## src/rtl/sram_mem_ctrl.sv

```systemverilog
// sram_mem_ctrl: MEM-stage controller that does one 32-bit word access as two
// 16-bit half-word phases on an external asynchronous SRAM. While an access
// is in flight, ready is held low so the pipeline freezes.
module sram_mem_ctrl #(
   parameter int          ADDR_W      = 32,
   parameter int          SRAM_ADDR_W = 18,
   parameter int unsigned BASE        = 1024,
   parameter int          WAIT        = 2
) (
   input  logic                   clk,
   input  logic                   rst,
   input  logic                   wr_en,
   input  logic                   rd_en,
   input  logic [ADDR_W-1:0]      address,
   input  logic [ADDR_W-1:0]      wdata,
   output logic [ADDR_W-1:0]      rdata,
   output logic                   ready,
   output logic [SRAM_ADDR_W-1:0] sram_addr,
   output logic [15:0]            sram_dq_o,
   input  logic [15:0]            sram_dq_i,
   output logic                   sram_dq_oe,
   output logic                   sram_we_n,
   output logic                   sram_oe_n
);

   localparam int CW = (WAIT > 2) ? $clog2(WAIT) : 1;
   localparam logic [ADDR_W-1:0] BASE_V = ADDR_W'(BASE);

   typedef enum logic [1:0] {IDLE, LO, HI, DONE} state_t;

   state_t          state, state_nx;
   logic [CW-1:0]   cnt;
   logic            op_wr;
   logic [15:0]     wdata_hi;
   logic [ADDR_W-1:0] diff;
   logic            req, last, phase;
   logic            unused_bits;

   assign req   = wr_en | rd_en;
   assign last  = (cnt == CW'(WAIT - 1));
   assign phase = (state == LO) || (state == HI);

   // Byte offset from BASE, wrapping; word index is diff >> 2
   assign diff        = address - BASE_V;
   assign unused_bits = ^{diff[ADDR_W-1:SRAM_ADDR_W+1], diff[1:0]};

   // State register
   always_ff @(posedge clk or posedge rst) begin
      if (rst) state <= IDLE;
      else     state <= state_nx;
   end

   // Next-state logic: each half-word phase lasts WAIT cycles
   always_comb begin
      state_nx = state;
      case (state)
         IDLE: if (req)  state_nx = LO;
         LO:   if (last) state_nx = HI;
         HI:   if (last) state_nx = DONE;
         DONE:           state_nx = IDLE;
         default:        state_nx = IDLE;
      endcase
   end

   // Strobes and ready: combinational from state so reset kills them at once.
   // WE rises on the last phase cycle with address/data still stable.
   always_comb begin
      sram_we_n  = !(phase && op_wr && !last);
      sram_oe_n  = !(phase && !op_wr);
      sram_dq_oe = phase && op_wr;
      ready      = ((state == IDLE) && !req) || (state == DONE);
   end

   // Datapath: latch request, step address/data per phase, sample load data
   // at the edge that ends each read phase
   always_ff @(posedge clk or posedge rst) begin
      if (rst) begin
         cnt       <= '0;
         op_wr     <= 1'b0;
         wdata_hi  <= '0;
         sram_addr <= '0;
         sram_dq_o <= '0;
         rdata     <= '0;
      end else begin
         case (state)
            IDLE: if (req) begin
               op_wr     <= wr_en;
               wdata_hi  <= wdata[31:16];
               cnt       <= '0;
               sram_addr <= {diff[SRAM_ADDR_W:2], 1'b0};
               sram_dq_o <= wdata[15:0];
            end
            LO: if (last) begin
               cnt          <= '0;
               sram_addr[0] <= 1'b1;
               sram_dq_o    <= wdata_hi;
               if (!op_wr) rdata[15:0] <= sram_dq_i;
            end else begin
               cnt <= cnt + 1'b1;
            end
            HI: if (last) begin
               cnt <= '0;
               if (!op_wr) rdata[31:16] <= sram_dq_i;
            end else begin
               cnt <= cnt + 1'b1;
            end
            default: ;
         endcase
      end
   end

endmodule

```

## config.mk

```make
export PLATFORM = sky130hd
export DESIGN_NAME = sram_mem_ctrl
export DESIGN_NICKNAME = d
export VERILOG_FILES = /design/src/rtl/sram_mem_ctrl.sv
export SDC_FILE = /design/constraint.sdc
export NUM_CORES = 1
export LEC_CHECK = 0
export CAP_MARGIN = 5
export CORE_MARGIN = 1.5
export CORE_UTILIZATION = 44
export CTS_BUF_LIST = sky130_fd_sc_hd__clkbuf_4
export CTS_CLUSTER_DIAMETER = 80
export CTS_CLUSTER_SIZE = 28
export DETAILED_ROUTE_END_ITERATION = 10
export PLACE_DENSITY_LB_ADDON = 0.1
export SYNTH_ARGS = -nofsm -noshare
export SYNTH_HDL_FRONTEND = slang
export SYNTH_SLANG_ARGS = --single-unit
```

## constraint.sdc

```tcl
create_clock -name clk -period 3.3 [get_ports clk]
set_clock_uncertainty 0.05 [all_clocks]
set_input_delay 0.33 -clock clk [delete_from_list [all_inputs] [get_ports clk]]
set_output_delay 0.33 -clock clk [all_outputs]
set_load 0.005 [all_outputs]
```

==> flow_metrics.tcl, run 1 <==
set metrics [dict create \
    status "finished, final reports clean" \
    place_congestion 0.705 \
    met1_usage 0.244 \
    fmax_ghz 0.345 \
    period_minus_slack_ps 2900 \
    worstRegToRegCells 5 \
    async_flop_share 1.00 \
    numCtsBuffers 9 \
    antenna_cells 0 \
    p_switching_uw 1480 \
    cts_tree "yes" \
    die-area_um2 8840 \
    synth_edf_count 0 \
    port_buffers 138 \
    ir_drop_v 0.000432 \
    drive_above_1_share 0.205 \
    fin_tns_setup_ps 0 \
    first_global_vias 2678 \
    powerDensity_nw_per_um2 894 \
    cts_buffer_depth 2 \
    multi_input_area_um2 1430 \
    path_clk_slew_ps 130 \
    slew_headroom 0.382 \
    dp_hpwl_um 5750 \
    ys.flop_type "dfrtp_1" \
    worstMarginPinSlew_ps 923 \
    dpl_cell_area_um2 5160 \
    insertion_delay_ps 410 \
    regArea_um2 2150 \
    startpoint_type "flip-flop" \
    crit_path_top_delay_cell "nor3b_1" \
    total_power_uw 4700 \
    seq_area_frac_synth 0.591 \
    grt.busiest_layer "met2" \
    wl_um 7990 \
    cp_slowest_stage_delay_ps 550 \
    switching_share 0.316 \
    synth_fp_nets 394 \
    synth_seq_cells 86 \
    cp.required_ps 2920 \
    grtUsageMet3 0.0631 \
    viasPerCell 4.88 \
    rsz0062_at_grt "false" \
    ff2ff_setup_slack_ps 920 \
    grt_usage 0.194 \
    cts.sinks 86 \
    grtUsageMet2 0.312 \
    syn_area_per_cell_um2 12.0 \
    final_cell_area_um2 5250 \
    power_frac_comb 0.501 \
    yosys-top-cells-area "dfrtp_1 (59%), mux2_2 (20%), nand2_1 (8.6%), ha_1 (2.1%), a31oi_1 (0.86%)" \
    antenna_found_initial 0 \
    nNetsFinal 535 \
    hold_class "primary input to asynchronous set/reset pin" \
    synth_top_area_share 0.591 \
    core-area_um2 8130 \
    area_growth_pct 44.2 \
    root_buffer "clkbuf_4" \
    gr-total-overflow 0 \
    slew_viol_final 0 \
    fill_cells 674 \
    drv_cap 0 \
    cts.repair.resized 0 \
    cts_setup_buffers 0 \
    synth.distinct_cells 31 \
    p_seq_frac 0.396 \
    fp.dieH_um 94 \
    cp_max_fo 5 \
    postCtsHoldBufs 0 \
    regToRegStartpoint "state[1]" \
    drtIter0Drc 43 \
    synth_largest_area_cell "dfrtp_1" \
    drtPass1Iterations 4 \
    die_w_um 94 \
    crit-reg2reg-capture "sram_dq_o[14]" \
    cp_cell_sequence "inv_1 -> ha_1 -> nor3b_1 -> or2_2 -> clkdlybuf4s50_1" \
    path_class "flip-flop to output port" \
    syn_area_um2 3640 \
    synth_commonest_cells "dfrtp_1 (86), nand2_1 (83), mux2_2 (66)" \
    ys_warn_count 0 \
    grt_max_degree 52 \
    antenna_left 0 \
    initial_core_util 0.448 \
    syn_inst 304 \
    yosysMostFrequentCell "dfrtp_1" \
    clkPwrFrac 0.103 \
    crit_arrival_ps 2520 \
    leakagePower_uw 0.00230 \
    drc 0 \
    rows 33 \
    hold_viol 0 \
    h-tree-depth 3 \
    io_pins 154 \
    holdWs_ps 237 \
    cp-end-kind "output port" \
    wl_per_cell_um 14.4 \
    grt_pass1_wl_um 13000 \
    via_count 2706 \
    power.internal_uw 3210 \
    setup_viol 0 \
    timing.final.crit_share 0.880 \
]
sequential cells by signal, indices dropped and copies added, names as in the netlist:
signal	cells
rdata	32
sram_addr	18
sram_dq_o	16
wdata_hi	16
state	2
cnt	1
op_wr	1
logic make-up after synthesis:
kind of cell	count (synthesis)	synth area share
AO/OA/AOI/OAI	17	0.0295
XOR/XNOR	1	0.00240
adder cells (fa/ha/maj)	6	0.0206
buffers and inverters	17	0.0199
flip-flops	86	0.591
multiplexers	66	0.204
AND/OR/NAND/NOR	111	0.133
power by group through the flow:
stage                     clock network (µW)  registers, µW  logic [µW]
final                                    482           1860        2360
after global routing                     555           1930        2600
after CTS                                504           1870        2400
after detailed placement                   0           1890        2400
after global placement                     0           1860        2340
after floorplan                            0           1890        1130
worst max-delay path: cells and delay by family (launching register included):
| family | cells | cell delay (ps) |
|---|---|---|
| fa+ha+maj | 1 | 260 |
| buf+inv | 2 | 650 |
| flops | 1 | 420 |
| simple gates | 2 | 780 |
worst max-delay path by stage:
stage            end  startpoint  cells past startpoint
6_report       ready    state[0]                      5
5_1_grt        ready    state[0]                      5
4_1_cts        ready    state[0]                      5
3_5_place_dp   ready       rd_en                      4
3_3_place_gp   ready       rd_en                      4
2_1_floorplan    cnt         rst                      1
layout by cell type, fill, tap and decap left out, drive strengths merged:
cell,netlist,layout
and2,1,1
o21a,1,1
clkdlybuf4s50,0,138
mux2,66,66
nor2,7,7
o31ai,2,2
xnor2,1,1
nand2,83,83
inv,5,4
dfrtp,86,86
nor4,1,1
or2,2,2
o211ai,1,1
a31oi,5,5
buf,5,4
nor3b,2,2
or4,4,4
nand2b,3,3
o22a,1,1
nand3,1,1
o21ai,5,5
a21oi,1,1
ha,6,6
nor2b,3,3
clkinv,0,7
clkbuf,7,9
or3,3,3
nor3,1,1
o21bai,1,1
metrics by stage:
stage,util,cells,worst slack [ps]
finish,0.646,554,398
global route,0.646,554,198
CTS,0.646,554,369
detailed placement,0.634,539,808
global placement,0.634,539,852
floorplan,-,304,698
cell type report:
cell class | count | share of cell area
clock buffer | 9 | 0.0129
clock inverter | 6 | 0.00572
inverter | 5 | 0.00381
multi-input combinational | 201 | 0.272
sequential | 86 | 0.410
tap | 105 | 0.0250
timing repair buffer | 142 | 0.271
per-layer routing:
metal / vias to the layer above / part of all wire
met2: 86 / 0.47
met5: - / 0
met4: 0 / 0.013
li1: 1303 / -
met1: 1308 / 0.44
met3: 9 / 0.069
(Power assumes the default switching activity.)
==> run 2: changes to the inputs <==
- ABC_AREA: not set -> 1
- CORE_UTILIZATION: 44 -> 45
==> run 2 against run 1 <==
  * Power increased by 2.5%
  * Hold slack improved by 140 ps
  * Synthesized area increased by 5.4%
  * Die area increased by 2.9%
==> flow_metrics.tcl, run 2 <==
set metrics [dict create \
    cts.sinks 86 \
    die-area_um2 9090 \
    startpoint_type "flip-flop" \
    cp_max_fo 4 \
    synth_xor_area_frac 0 \
    synth_top_family_by_area "simple AND/OR/NAND/NOR gates" \
    antenna_left 0 \
    port_buffers 138 \
    viasPerCell 4.79 \
    cp_num_buf_inv 2 \
    slew_headroom 0.306 \
    slew_viol_final 0 \
    hold_class "primary input to flip-flop" \
    status "finished, final reports clean" \
    cpLargestDelayFamily "buffers and inverters" \
    fill_cells 695 \
    most-common-layout-cells "nand2_1 (152), clkdlybuf4s50_1 (138), dfrtp_1 (86), inv_1 (36), o21ai_0 (23)" \
    grt_usage 0.191 \
    synthMuxAreaShare 0.0417 \
    synth_top_area_share 0.561 \
    timing.final.crit_share 0.754 \
    reg_top3 "rdata (32), sram_addr (18)" \
    gr-total-overflow 0 \
    cp-end-kind "output port" \
    wl_um 8630 \
    largest_register "rdata" \
    grt_pass1_wl_um 13400 \
    ys_warn_count 0 \
    place_congestion 0.805 \
    holdWs_ps 377 \
    seq_area_frac_synth 0.561 \
    path_clk_slew_ps 140 \
    initial_core_util 0.465 \
    cp.required_ps 2920 \
    yosys-top-cells-area "dfrtp_1 (56%), nand2_1 (15%), o21ai_2 (4.6%), mux2i_1 (4.2%), inv_1 (3.6%)" \
    synth_compound_area_frac 0.115 \
    powerDensity_nw_per_um2 896 \
    root_buffer "clkbuf_4" \
    drtIter0Drc 76 \
    nNetsFinal 636 \
    drc 0 \
    cts_tree "yes" \
    cts.repair.resized 0 \
    antenna_found_initial 0 \
    period_minus_slack_ps 2490 \
    insertion_delay_ps 410 \
    worstMarginPinSlew_ps 1040 \
    crit_path_top_delay_cell "clkdlybuf4s50_1" \
    synth_seq_cells 86 \
    numCtsBuffers 9 \
    synth.distinct_cells 28 \
    drtPass1Iterations 4 \
    drv_cap 0 \
    postCtsHoldBufs 0 \
    wl_per_cell_um 13.2 \
    ys.flop_type "dfrtp_1" \
    fp.dieH_um 95.4 \
    layout_commonest_cell "nand2_1" \
    hold_viol 0 \
    synth_fp_nets 497 \
    cts_setup_buffers 0 \
    cp_slowest_stage_delay_ps 520 \
    via_count 3140 \
    crit_arrival_ps 2110 \
    drive_above_1_share 0.0907 \
    first_global_vias 2946 \
    path_class "flip-flop to output port" \
    cts_buffer_depth 2 \
    synthAdderAreaFrac 0.0196 \
    synth_largest_area_cell "dfrtp_1" \
    rows 33 \
    core-area_um2 8260 \
    ir_drop_v 0.000380 \
    fin_tns_setup_ps 0 \
    grt_max_degree 61 \
    async_flop_share 1.00 \
    dp_hpwl_um 6090 \
    synth_edf_count 0 \
    io_pins 154 \
    fmax_ghz 0.402 \
    cp_cell_sequence "inv_1 -> ha_1 -> nand3_2 -> nand2_1 -> clkdlybuf4s50_1" \
    rsz0062_at_grt "false" \
    h-tree-depth 3 \
    yosysMostFrequentCell "nand2_1" \
    synth_commonest_cells "nand2_1 (152), dfrtp_1 (86), inv_1 (37)" \
    die_w_um 95.4 \
    syn_inst 407 \
    antenna_cells 0 \
    synth-simple-area-share 0.184 \
    area_growth_pct 40.2 \
    leakagePower_uw 0.00258 \
    syn_area_um2 3840 \
    syn_area_per_cell_um2 9.43 \
    largest_reg_flops 32 \
    setup_viol 0 \
]
-- run 2: cell count changes after synthesis, moves of 4 or more --
cell | previous run | this run
buf_6 | 0 | 5
nand3_1 | 1 | 7
mux2_2 | 66 | 0
inv_1 | 5 | 37
a21oi_1 | 1 | 5
o21ai_2 | 0 | 20
o21ai_0 | 4 | 23
mux2i_1 | 0 | 16
o21ai_1 | 1 | 12
clkbuf_1 | 7 | 1
nand2_1 | 83 | 152
nor2_1 | 7 | 14
-- run 2: worst paths after layout --
path                         startpoint      endpoint  slack (ps)  cells past startpoint
min in group asynchronous           rst     rdata[14]         400                      2
max                            state[1]         ready         810                      5
max in group asynchronous           rst     rdata[27]        2030                      3
min                           wdata[23]   wdata_hi[7]         380                      3
min reg2reg                sram_addr[1]  sram_addr[1]         440                      2
max reg2reg                    state[1]  sram_dq_o[8]        1180                      8
-- run 2: cell type report --
class	count	area, µm²	area share
tap	105	131	0.0244
clock inverter	6	62.6	0.0116
timing repair buffer	145	1430	0.267
inverter	38	144	0.0267
sequential	86	2150	0.400
clock buffer	10	75.1	0.0140
multi-input combinational	266	1380	0.257
-- run 2: worst reg2reg max path: cells and delay by family, from the launching register on --
kind                     cells  cell delay [ps]
buffers and inverters        3              760
flip-flops                   1              420
AO/OA/AOI/OAI                2              410
adder cells (fa/ha/maj)      1              240
AND/OR/NAND/NOR              2              170
-- run 2: layer usage --
layer  vias up  share of wire  track usage
met3        11          0.057       0.0478
met1      1486           0.44        0.235
li1       1559              -            -
met4         0          0.014       0.0647
met2        84           0.49        0.326
met5         -              0            0
-- run 2: logic make-up (layout without fill, tap and decap cells) --
group / count (synthesis) / in the layout
muxes: 16 / 16
DFF: 86 / 86
AOI/OAI and AO/OA: 66 / 66
buffers and inverters: 55 / 199
adders and majority gates: 6 / 6
and+or+nand+nor: 178 / 178
-- run 2: power by group --
group | total [µW] | internal [µW] | leakage [µW] | switching, µW
Sequential | 1860 | 1580 | 0.00105 | 284
Clock | 591 | 238 | 0.0000717 | 354
Combinational | 2360 | 1280 | 0.00146 | 1090
-- run 2: metrics by stage --
| step | total power [µW] | util | instances | setup WS, ps | area, µm² |
|---|---|---|---|---|---|
| 2_1_floorplan | 3170 | - | 407 | 698 | 3840 |
| 3_3_place_gp | 4200 | 0.635 | 640 | 1260 | 5240 |
| 3_5_place_dp | 4280 | 0.635 | 640 | 1180 | 5240 |
| 4_1_cts | 4880 | 0.652 | 656 | 796 | 5380 |
| 5_1_grt | 5220 | 0.652 | 656 | 682 | 5380 |
| 6_report | 4820 | 0.652 | 656 | 813 | 5380 |
